`config.mk`:
```
export PLATFORM = sky130hd
export DESIGN_NAME = lm32_dtlb_walker_flat
export DESIGN_NICKNAME = d
export VERILOG_FILES = /design/src/rtl/lm32_dtlb_walker_pkg.sv /design/src/rtl/lm32_dtlb_walker_if.sv /design/src/rtl/lm32_dtlb_walker.sv /design/src/flat_wrapper.sv
export SDC_FILE = /design/constraint.sdc
export NUM_CORES = 1
export LEC_CHECK = 0
export CORE_AREA = 5 5 126 128
export CTS_CLUSTER_DIAMETER = 100
export DETAILED_ROUTE_END_ITERATION = 8
export DIE_AREA = 0 0 131 133
export GPL_TIMING_DRIVEN = 0
export MAX_ROUTING_LAYER = met4
export PLACE_DENSITY = 0.79
export SLEW_MARGIN = 5
export SYNTH_ARGS = -nofsm -noshare
export SYNTH_HDL_FRONTEND = slang
export SYNTH_SLANG_ARGS = --single-unit
```
`constraint.sdc`:
```
create_clock -name clk_i -period 2.9 [get_ports clk_i]
set_input_delay 0.29 -clock clk_i [delete_from_list [all_inputs] [get_ports clk_i]]
set_output_delay 0.29 -clock clk_i [all_outputs]
set_load 0.05 [all_outputs]
```
`src/rtl/lm32_dtlb_walker_pkg.sv`:
```
`default_nettype none
// ============================================================================
// Module      : lm32_dtlb_walker_pkg
// Description : Shared definitions for the LM32 DTLB page-table walker.
//               These include the walker state encoding, the DTLB CSR indices,
//               the PTE valid-bit position, the TLB operation codes and a
//               helper that formats DTLB CSR write data.
// Revision    : 1.0 - initial release
// ============================================================================
package lm32_dtlb_walker_pkg;

  // Walker state encoding
  localparam logic [2:0] LM32_DTLB_WALKER_STATE_IDLE     = 3'd0;
  localparam logic [2:0] LM32_DTLB_WALKER_STATE_L1       = 3'd1;
  localparam logic [2:0] LM32_DTLB_WALKER_STATE_L2       = 3'd2;
  localparam logic [2:0] LM32_DTLB_WALKER_STATE_WR_V     = 3'd3;
  localparam logic [2:0] LM32_DTLB_WALKER_STATE_WR_P     = 3'd4;
  localparam logic [2:0] LM32_DTLB_WALKER_STATE_DONE     = 3'd5;
  localparam logic [2:0] LM32_DTLB_WALKER_STATE_FAULT    = 3'd6;
  localparam logic [2:0] LM32_DTLB_WALKER_STATE_WAIT_CLR = 3'd7;

  // DTLB CSR indices
  localparam logic [4:0] LM32_CSR_TLB_VADDRESS = 5'h11;
  localparam logic [4:0] LM32_CSR_TLB_PADDRESS = 5'h12;

  // Valid-bit position in a PTE (same position at both levels)
  localparam int LM32_PTE_VALID_BIT = 0;

  // TLB operation codes carried in bits 5:1 of a VADDRESS write
  typedef enum logic [4:0] {
    LM32_TLB_OP_NOOP       = 5'd0,
    LM32_TLB_OP_FLUSH      = 5'd1,
    LM32_TLB_OP_INVALIDATE = 5'd2
  } lm32_tlb_op_e;

  // Formats a DTLB CSR word: address bits 31:6, op in 5:1, bit 0 set.
  function automatic logic [31:0] tlb_csr_word(input logic [25:0] hi,
                                               input lm32_tlb_op_e op);
    return {hi, op, 1'b1};
  endfunction

endpackage
`default_nettype wire

```
`src/rtl/lm32_dtlb_walker_if.sv`:
```
`default_nettype none
// ============================================================================
// Module      : lm32_dtlb_walker_if
// Description : Read-only Wishbone data-bus bundle used by the DTLB walker.
//               master : walker side (drives adr/cyc/stb/sel/we)
//               slave  : memory side (drives dat_i/ack/err)
// Revision    : 1.0 - initial release
// ============================================================================
interface lm32_dtlb_walker_if;
  logic [31:0] d_adr_o;
  logic        d_cyc_o;
  logic        d_stb_o;
  logic [3:0]  d_sel_o;
  logic        d_we_o;
  logic [31:0] d_dat_i;
  logic        d_ack_i;
  logic        d_err_i;

  modport master (
    output d_adr_o, d_cyc_o, d_stb_o, d_sel_o, d_we_o,
    input  d_dat_i, d_ack_i, d_err_i
  );

  modport slave (
    input  d_adr_o, d_cyc_o, d_stb_o, d_sel_o, d_we_o,
    output d_dat_i, d_ack_i, d_err_i
  );
endinterface
`default_nettype wire

```
`src/rtl/lm32_dtlb_walker.sv`:
```
`default_nettype none
// ============================================================================
// Module      : lm32_dtlb_walker
// Description : Hardware page-table walker that refills the LM32 data TLB.
//               On a DTLB miss it reads the two-level page table over a
//               read-only Wishbone master. It then writes TLB_VADDRESS
//               followed by TLB_PADDRESS, and it stalls the core (busy)
//               while the walk is in progress.
// Ports       : clk_i, rst_i           - clock, synchronous active-high reset
//               enable, ptbr           - walker enable, L1 table base
//               miss, miss_address     - DTLB miss and faulting VA
//               busy, done, fault      - status (done/fault are 1-cycle pulses)
//               fault_address          - VA of the most recent fault
//               wb (master modport)    - Wishbone data bus
//               csr, csr_write_data,
//               csr_write_enable       - DTLB CSR write port
// Config      : `define CFG_DTLB_WALKER_TIMEOUT_EN to enable the bus watchdog
//               (TIMEOUT_CYCLES); without it the walker waits indefinitely.
// Revision    : 1.0 - initial release
// ============================================================================
module lm32_dtlb_walker
  import lm32_dtlb_walker_pkg::*;
#(
  parameter int PAGE_SIZE      = 4096,
  parameter int L1_INDEX_WIDTH = 10
`ifdef CFG_DTLB_WALKER_TIMEOUT_EN
  , parameter int TIMEOUT_CYCLES = 255
`endif
) (
  input  wire logic          clk_i,
  input  wire logic          rst_i,
  input  wire logic          enable,
  input  wire logic [31:0]   ptbr,
  input  wire logic          miss,
  input  wire logic [31:0]   miss_address,
  output logic               busy,
  output logic               done,
  output logic               fault,
  output logic [31:0]        fault_address,
  lm32_dtlb_walker_if.master wb,
  output logic [4:0]         csr,
  output logic [31:0]        csr_write_data,
  output logic               csr_write_enable
);

  localparam int c_OFFSET_W = $clog2(PAGE_SIZE);
  localparam int c_L2_W     = 32 - L1_INDEX_WIDTH - c_OFFSET_W;

  logic [2:0]              r_state;
  logic [31:0]             r_va;
  logic [31:c_OFFSET_W]    r_l2_base;
  logic [31:c_OFFSET_W]    r_pfn;
  logic [31:0]             r_fault_address;
  logic                    r_cyc;
  logic [31:0]             r_adr;

  logic [31:0]             w_l1_adr;
  logic [31:0]             w_l2_adr;
  logic [31:0]             w_req_adr;
  logic                    w_pte_valid;
  logic                    w_unused_pte_bits;

`ifdef CFG_DTLB_WALKER_TIMEOUT_EN
  localparam int c_CNT_W = ($clog2(TIMEOUT_CYCLES + 1) > 8) ? $clog2(TIMEOUT_CYCLES + 1) : 8;
  logic [c_CNT_W-1:0]      r_cnt;
`endif

  // Both table levels share one request datapath. The entry address is the
  // table base plus the VA index scaled to words, and the sum wraps at 32 bits.
  assign w_l1_adr  = ptbr + {{(32-L1_INDEX_WIDTH-2){1'b0}}, r_va[31 -: L1_INDEX_WIDTH], 2'b00};
  assign w_l2_adr  = {r_l2_base, {c_OFFSET_W{1'b0}}}
                   + {{(32-c_L2_W-2){1'b0}}, r_va[c_OFFSET_W +: c_L2_W], 2'b00};
  assign w_req_adr = (r_state == LM32_DTLB_WALKER_STATE_L1) ? w_l1_adr : w_l2_adr;

  assign w_pte_valid       = wb.d_dat_i[LM32_PTE_VALID_BIT];
  assign w_unused_pte_bits = ^wb.d_dat_i[c_OFFSET_W-1:1];

  assign wb.d_adr_o     = r_adr;
  assign wb.d_cyc_o     = r_cyc;
  assign wb.d_stb_o     = r_cyc;
  assign wb.d_sel_o     = 4'hF;
  assign wb.d_we_o      = 1'b0;
  assign fault_address  = r_fault_address;

  always_ff @(posedge clk_i) begin
    if (rst_i) begin
      r_state         <= LM32_DTLB_WALKER_STATE_IDLE;
      r_va            <= '0;
      r_l2_base       <= '0;
      r_pfn           <= '0;
      r_fault_address <= '0;
      r_cyc           <= 1'b0;
      r_adr           <= '0;
`ifdef CFG_DTLB_WALKER_TIMEOUT_EN
      r_cnt           <= '0;
`endif
    end else begin
      case (r_state)
        LM32_DTLB_WALKER_STATE_IDLE: begin
          if (enable && miss) begin
            r_va    <= miss_address;
            r_state <= LM32_DTLB_WALKER_STATE_L1;
          end
        end

        // Each level spends its first cycle with cyc low and then issues the
        // request. This guarantees the idle cycle between the L1 and L2 reads.
        LM32_DTLB_WALKER_STATE_L1,
        LM32_DTLB_WALKER_STATE_L2: begin
          if (!r_cyc) begin
            r_cyc <= 1'b1;
            r_adr <= w_req_adr;
`ifdef CFG_DTLB_WALKER_TIMEOUT_EN
            r_cnt <= '0;
`endif
          end else if (wb.d_err_i || (wb.d_ack_i && !w_pte_valid)) begin
            // err takes priority over a simultaneous ack
            r_cyc           <= 1'b0;
            r_fault_address <= r_va;
            r_state         <= LM32_DTLB_WALKER_STATE_FAULT;
          end else if (wb.d_ack_i) begin
            r_cyc <= 1'b0;
            if (r_state == LM32_DTLB_WALKER_STATE_L1) begin
              r_l2_base <= wb.d_dat_i[31:c_OFFSET_W];
              r_state   <= LM32_DTLB_WALKER_STATE_L2;
            end else begin
              r_pfn     <= wb.d_dat_i[31:c_OFFSET_W];
              r_state   <= LM32_DTLB_WALKER_STATE_WR_V;
            end
          end
`ifdef CFG_DTLB_WALKER_TIMEOUT_EN
          else if (r_cnt == c_CNT_W'(TIMEOUT_CYCLES - 1)) begin
            r_cyc           <= 1'b0;
            r_fault_address <= r_va;
            r_state         <= LM32_DTLB_WALKER_STATE_FAULT;
          end else begin
            r_cnt <= r_cnt + 1'b1;
          end
`endif
        end

        LM32_DTLB_WALKER_STATE_WR_V:  r_state <= LM32_DTLB_WALKER_STATE_WR_P;
        LM32_DTLB_WALKER_STATE_WR_P:  r_state <= LM32_DTLB_WALKER_STATE_DONE;
        LM32_DTLB_WALKER_STATE_DONE:  r_state <= LM32_DTLB_WALKER_STATE_WAIT_CLR;
        LM32_DTLB_WALKER_STATE_FAULT: r_state <= LM32_DTLB_WALKER_STATE_WAIT_CLR;

        // The DTLB miss is sticky. Wait for it to clear so that the walker
        // does not refill the same page twice.
        LM32_DTLB_WALKER_STATE_WAIT_CLR: begin
          if (!miss) r_state <= LM32_DTLB_WALKER_STATE_IDLE;
        end

        default: r_state <= LM32_DTLB_WALKER_STATE_IDLE;
      endcase
    end
  end

  // VADDRESS must precede PADDRESS, because the PADDRESS write commits the
  // entry using the virtual address latched by the previous write.
  always_comb begin
    busy             = 1'b0;
    done             = 1'b0;
    fault            = 1'b0;
    csr              = 5'd0;
    csr_write_data   = 32'd0;
    csr_write_enable = 1'b0;
    case (r_state)
      LM32_DTLB_WALKER_STATE_L1,
      LM32_DTLB_WALKER_STATE_L2: busy = 1'b1;
      LM32_DTLB_WALKER_STATE_WR_V: begin
        busy             = 1'b1;
        csr              = LM32_CSR_TLB_VADDRESS;
        csr_write_enable = 1'b1;
        csr_write_data   = tlb_csr_word({r_va[31:c_OFFSET_W], {(c_OFFSET_W-6){1'b0}}},
                                        LM32_TLB_OP_NOOP);
      end
      LM32_DTLB_WALKER_STATE_WR_P: begin
        busy             = 1'b1;
        csr              = LM32_CSR_TLB_PADDRESS;
        csr_write_enable = 1'b1;
        csr_write_data   = tlb_csr_word({r_pfn, {(c_OFFSET_W-6){1'b0}}},
                                        LM32_TLB_OP_NOOP);
      end
      LM32_DTLB_WALKER_STATE_DONE: begin
        busy = 1'b1;
        done = 1'b1;
      end
      LM32_DTLB_WALKER_STATE_FAULT: begin
        busy  = 1'b1;
        fault = 1'b1;
      end
      default: ;
    endcase
  end

endmodule
`default_nettype wire

```
`src/flat_wrapper.sv`:
```
// flat-port wrapper written by rule: the top's interface ports become plain ports
module lm32_dtlb_walker_flat import lm32_dtlb_walker_pkg::*;
#(
  parameter int PAGE_SIZE      = 4096,
  parameter int L1_INDEX_WIDTH = 10

)
  (clk_i, rst_i, enable, ptbr, miss, miss_address, busy, done, fault, fault_address, csr, csr_write_data, csr_write_enable, wb_d_adr_o, wb_d_cyc_o, wb_d_stb_o, wb_d_sel_o, wb_d_we_o, wb_d_dat_i, wb_d_ack_i, wb_d_err_i);
  lm32_dtlb_walker_if wb_i ();
  input  wire logic clk_i;
  input  wire logic rst_i;
  input  wire logic enable;
  input  wire logic [31:0] ptbr;
  input  wire logic miss;
  input  wire logic [31:0] miss_address;
  output logic busy;
  output logic done;
  output logic fault;
  output logic [31:0] fault_address;
  output logic [4:0] csr;
  output logic [31:0] csr_write_data;
  output logic csr_write_enable;
  output wire logic [$bits(wb_i.d_adr_o)-1:0] wb_d_adr_o;
  output wire logic [$bits(wb_i.d_cyc_o)-1:0] wb_d_cyc_o;
  output wire logic [$bits(wb_i.d_stb_o)-1:0] wb_d_stb_o;
  output wire logic [$bits(wb_i.d_sel_o)-1:0] wb_d_sel_o;
  output wire logic [$bits(wb_i.d_we_o)-1:0] wb_d_we_o;
  input wire logic [$bits(wb_i.d_dat_i)-1:0] wb_d_dat_i;
  input wire logic [$bits(wb_i.d_ack_i)-1:0] wb_d_ack_i;
  input wire logic [$bits(wb_i.d_err_i)-1:0] wb_d_err_i;
  assign wb_d_adr_o = wb_i.d_adr_o;
  assign wb_d_cyc_o = wb_i.d_cyc_o;
  assign wb_d_stb_o = wb_i.d_stb_o;
  assign wb_d_sel_o = wb_i.d_sel_o;
  assign wb_d_we_o = wb_i.d_we_o;
  assign wb_i.d_dat_i = wb_d_dat_i;
  assign wb_i.d_ack_i = wb_d_ack_i;
  assign wb_i.d_err_i = wb_d_err_i;
  lm32_dtlb_walker #(.PAGE_SIZE(PAGE_SIZE), .L1_INDEX_WIDTH(L1_INDEX_WIDTH)) u_core (.clk_i(clk_i), .rst_i(rst_i), .enable(enable), .ptbr(ptbr), .miss(miss), .miss_address(miss_address), .busy(busy), .done(done), .fault(fault), .fault_address(fault_address), .wb(wb_i), .csr(csr), .csr_write_data(csr_write_data), .csr_write_enable(csr_write_enable));
endmodule
```
==> run metrics, run 1 <==
worst-path cell chain clkbuf_1 > inv_1 > nor2_1 > clkbuf_1 > a22o_1 > clkdlybuf4s15_2; Clock Tree Root clkbuf_16; Worst path slowest cell clkbuf_1; first-iteration detailed-routing DRC count roughly 760; clk_lat worst skew roughly 430 ps; post-synthesis sequential area ratio 0.428; initial antenna violation count 0; fmax around 360 MHz; normalized max-slew margin 0.364; power per cell area 777 nW/um^2; buffer and inverter count on the worst path 4; Synth Cell Area 6550 sq um; Worst Path Class, Setup register to primary output; Syn Inst Count approximately 850; Vias approximately 7,000; Final setup viols 0; CP arrival around 2500 ps; leading area contributor after synthesis dfxtp_1; max-cap viol count 0; first-pass GRT wire length between 30 and 40 mm; layout cells sized above 1 0.0918; hold slack 243 ps; final WL 22.6 mm; RSZ-0062 raised after global routing no; actual slew at the worst max-slew pin ~940 ps; DRT Pass-1 Iters 6; Core Region 14,800 sq um; synth unique cells 60; # diodes 0; fin crit period ~2800 ps; Ys Warns 0; initial core utilization 0.444; syn_area_per_cell between 7 and 8 sq um; Worst Path Required 2610 ps; site row count 45; CP Max Fanout 10; combinational share of power 0.374; Non-Filler Instances 1,266; Hold Path Class input pin to register; CTS Sinks 140; CTS tree built; height of the die roughly 130 um; share of the synthesized area in the top cell type 0.428; synth top area cells dfxtp_1 (43%), nand2_1 (13%), a21oi_1 (9.6%); Worst path most repeated cell clkbuf_1; clk buf depth 2; vias in the first global route 6,477; Post-synth ARST share 0; Switching Fraction 0.403; Final Power 7.21 mW; post-detailed-route DRC marker count 0; DP Wirelength between 15 and 20 mm; critical path capture point type primary output; flops & latches, synth 140; Worst Clk Skew 6.03 ps; startpoint type of the worst setup path register; CTS Buf Count 17; post-route setup TNS 0 ps; R2R setup slack approximately 160 ps; crit-path leading delay family buffers and inverters; CTS H-tree lvls 4; fin crit share 0.963; status completed; Switching Power around 2.9 mW; grt total ovfl 0; antenna-violating nets left 0; Power Internal between 4 and 5 mW; Final Hold Vio Count 0; Wirelength per Cell around 18 um; Vias per Instance around 5.5; port bufs about 180; clock power share 0.305; die width 131 um; Most used DFF post-synth dfxtp_1; Die ar. around 17,000 sq um; EDFF count, synth 0; CTS Hold Buffers Added 0; dpl cells between 1,000 and 1,500; Leakage 3.47 nW; Worst-path clk slew roughly 60 ps; Slew Viols, Final 0; io pins approximately 210; GRT Util Overall 0.262; biggest cell delay along the critical path ~400 ps; largest net degree at the start of global routing 17; Reg power frac 0.321; final RePlAce weighted congestion slightly above 0.9; area delta synth->final 41.5%; worst vdd ir approximately 0.6 mV; Nets between 1,000 and 1,500
-- placed cells by master, fill, tap and decap left out, types with 9 or more instances in the layout --
master,count
a211oi_1,9
a21oi_1,126
a22o_1,21
and3_1,15
buf_4,26
clkbuf_1,49
clkbuf_16,17
clkbuf_2,13
clkdlybuf4s15_2,10
clkdlybuf4s50_1,157
conb_1,18
dfxtp_1,140
ha_1,10
inv_1,9
nand2_1,234
nor2_1,36
nor3_1,14
nor4_1,11
o21ai_0,21
o22ai_1,10
xor2_1,11
-- kinds of logic (layout without fill, tap and decap cells) --
group	count (synthesis)	in the layout	synth area share
muxes	2	2	0.00325
other	2	18	0.00115
AOI/OAI and AO/OA	243	243	0.230
and+or+nand+nor	339	339	0.222
xor gates and xnor gates	17	17	0.0227
adders and majority gates	12	12	0.0237
DFF	140	140	0.428
buffers and inverters	92	307	0.0690
-- worst register-to-register path: stages (launching register included) --
cell	delay (ps)
dfxtp_1	350
ha_1	240
fa_1	450
a211oi_2	270
nor2_1	140
a2111oi_4	440
buf_4	250
nor4_1	80
xnor2_1	260
o22ai_1	130
-- cell usage after synthesis, types with 2 or more instances --
cell type and n:
nand2_1 234, dfxtp_1 140, a21oi_1 126, clkbuf_1 53, nor2_1 36, buf_4 24, a22o_1 21, o21ai_0 21
and3_1 15, nor3_1 14, nor4_1 11, xor2_1 11, a211oi_1 10, ha_1 10, o22ai_1 10, inv_1 9
a21o_1 8, o31ai_1 8, nand3_1 7, a31oi_1 6, o211ai_1 6, xnor2_1 6, a311oi_1 5, o211a_1 5
or2_2 4, buf_1 3, nand2b_1 3, buf_6 2, conb_1 2, nand4_1 2, o2111ai_1 2, o21a_1 2
o31a_1 2, o31a_2 2, or4_1 2
-- sequential cells by signal, summed over array words and instances, names as in the netlist --
register / count
u_core.fault_address: 32
u_core.r_va: 32
u_core.wb.d_cyc_o: 1
u_core.r_pfn: 20
u_core.wb.d_adr_o: 32
u_core.r_state: 3
u_core.r_l2_base: 20
-- through the flow --
step	worst slack [ps]	cell area (sq um)	util
final	108	9270	0.628
after global routing	10.4	9270	0.628
after CTS	20.5	9290	0.630
after detailed placement	-595	8670	0.588
after global placement	-579	8670	0.588
after floorplan	279	6610	-
-- final timing paths --
| check | startpoint | endpoint | cells past startpoint |
|---|---|---|---|
| worst max register to register | u_core.r_va[22] | u_core.wb.d_adr_o[28] | 9 |
| worst min register to register | u_core.r_l2_base[31] | u_core.r_l2_base[31] | 2 |
| worst max-delay path | u_core.r_state[0] | csr_write_data[20] | 6 |
| worst min-delay path | ptbr[12] | u_core.wb.d_adr_o[12] | 3 |
-- repair_timing --
action / CTS / global route
pin swaps: 1 / 0
setup buffers: 1 / 0
gates resized for setup: 45 / 28
setup endpoints to repair: 31 / 28
endpoints found under the hold margin: 0 / 0
-- final cells by class --
cell class                 instances  area, sq um
buffer                            83          425
clock buffer                      18          439
clock inverter                    14          161
fill                            1313         5480
inverter                           9         33.8
multi-input combinational        631         3370
sequential                       140         2800
tap                              188          235
timing repair buffer             183         1800
-- layer usage --
layer  part of all wire  wire [um]  up-vias  track usage
met3               0.10       2330       53       0.0606
li1                   -          -     3341            -
met2               0.46      10300      356        0.394
met5                  0          0        -            -
met4              0.030        680        0       0.0994
met1               0.41       9290     3200        0.342
-- power by group through the flow --
stage / Clock, mW / Sequential (mW) / Combinational [mW]
after global routing: 2.30 / 2.33 / 2.89
after global placement: 0 / 2.35 / 2.61
after floorplan: 0 / 2.74 / 1.32
final: 2.20 / 2.31 / 2.70
after CTS: 2.21 / 2.31 / 2.66
after detailed placement: 0 / 2.35 / 2.65
Note: power is estimated with default switching activity, not from simulation.
==> run 2, diff against run 1 <==
Settings changed: CORE_AREA 5 5 126 128 to 8 8 129 131, DIE_AREA 0 0 131 133 to 0 0 137 139, GPL_TIMING_DRIVEN 0 to unset, PLACE_DENSITY 0.79 to 0.82.
==> run metrics, run 2 (synthesis results as in run 1) <==
status completed; Die ar. 19,000 sq um; die width 137 um; critical path capture point type register; Switching Fraction 0.379; R2R setup slack 240 ps; fmax roughly 380 MHz; Final setup viols 0; clk_lat worst skew approximately 420 ps; GRT Util Overall 0.236; Hold Path Class input pin to register; critical path endpoint u_core.wb.d_adr_o[24]; Worst-path clk slew ~60 ps; Final Hold Vio Count 0; power per cell area roughly 780 nW/um^2; Post-CTS Resized 0; Vias slightly below 7,000; CTS H-tree lvls 4; placed cell areas 8780 sq um; grt total ovfl 0; Switching Power 2.80 mW; Worst Path Class, Setup register to register; RR Startpoint u_core.r_va[22]; fin crit period ~2700 ps; largest net degree at the start of global routing 66; max-cap viol count 0; combinational share of power 0.357; Vias per Instance 5.56; height of the die about 140 um; Nets ~1,100; normalized max-slew margin 0.521; post-detailed-route DRC marker count 0; DRT Pass-1 Iters 5; actual slew at the worst max-slew pin around 720 ps; initial core utilization 0.444; most common cell after layout, fill and taps aside nand2_1; final WL 22.4 mm; Reg2Reg Depth 9; first-iteration detailed-routing DRC count 518; CP arrival just under 3000 ps; Worst setup startpoint u_core.r_va[22]; CTS Sinks 140; layout cells sized above 1 0.104; most frequent cells in the layout nand2_1 (234), clkdlybuf4s50_1 (158), dfxtp_1 (140); port bufs between 150 and 200; initial antenna violation count 0; CTS Hold Buffers Added 0; final RePlAce weighted congestion around 0.91; Worst Path Required 3210 ps; CTS tree built; Core Region roughly 15,000 sq um; r2r endpoint u_core.wb.d_adr_o[24]; io pins roughly 210; Leakage 3.48 nW; Design Area, Final 9440 sq um; Final Power between 7 and 8 mW; area delta synth->final 44.1%; Reg power frac 0.318; clk buf depth 2; # Post-CTS Setup Buffers 0; worst vdd ir approximately 0.56 mV; # diodes 0; clock power share 0.325; Place WS -74.7 ps; Wirelength per Cell ~18 um; DP Wirelength around 16 mm; CTS Buf Count 17; CP Max Fanout 15; fin crit share 0.916; fin worst setup slack between 200 and 250 ps; Worst Clk Skew ~6.0 ps; vias in the first global route around 6,600; Power Internal roughly 4.6 mW; Fillers approximately 1,200; antenna-violating nets left 0; startpoint type of the worst setup path register; Slew Viols, Final 0; first-pass GRT wire length 34.3 mm; site row count 45; Clock Tree Root clkbuf_16; RSZ-0062 raised after global routing no
[run 2: changes by cell type in the layout (fill, tap and decap cells not counted), moves of 5 or more]
cell / previous run / this run
clkbuf_1: 49 / 1
clkbuf_2: 13 / 0
clkdlybuf4s15_2: 10 / 0
buf_4: 26 / 31
buf_12: 0 / 26
[run 2: how the worst min path moves through the flow]
stage / depth (start not counted) / to / start / slack [ps]
after CTS: 4 / u_core.wb.d_adr_o[17] / rst_i / 250
final: 4 / u_core.wb.d_adr_o[17] / rst_i / 270
after detailed placement: 2 / u_core.fault_address[7] / u_core.r_va[7] / 440
after global placement: 2 / u_core.fault_address[2] / u_core.r_va[2] / 440
after floorplan: 2 / u_core.r_l2_base[12] / wb_d_dat_i[12] / 430
after global routing: 4 / u_core.wb.d_adr_o[17] / rst_i / 300
[run 2: power by group through the flow]
stage	logic (mW)	clock network, mW	registers, mW
final	2.64	2.40	2.35
after global routing	2.80	2.52	2.38
after CTS	2.63	2.43	2.35
after detailed placement	2.62	0	2.39
after global placement	2.59	0	2.38
after floorplan	1.32	0	2.74
[run 2: final cells by class]
class | instances | area [sq um] | area share
Clock buffer | 19 | 443 | 0.0469
Clock inverter | 13 | 214 | 0.0227
Inverter | 9 | 33.8 | 0.00358
Multi-Input combinational cell | 631 | 3380 | 0.358
Sequential cell | 140 | 2800 | 0.297
Tap cell | 188 | 235 | 0.0249
Timing Repair Buffer | 215 | 2330 | 0.247
[run 2: through the flow]
stage               setup TNS, ps  std cells  utilization  hold WS [ps]
floorplan                       0        863            -           426
global placement             -118       1183        0.595           437
detailed placement           -162       1183        0.595           443
CTS                             0       1215        0.640           246
global route                    0       1215        0.640           302
finish                          0       1215        0.640           269
[run 2: layer usage]
layer,global-route usage,part of all wire,up-vias
li1,-,-,3228
met1,0.281,0.41,3175
met2,0.357,0.46,299
met3,0.0707,0.092,55
met4,0.112,0.035,0
met5,-,0,-
[run 2: worst max-delay path, stage by stage (launching register included)]
cell and delay, ps:
dfxtp_1 370, ha_1 240, fa_1 390, a211oi_1 330
nor2_1 130, a2111oi_2 330, buf_4 270, or4_1 140
a31oi_1 80, a22o_2 260
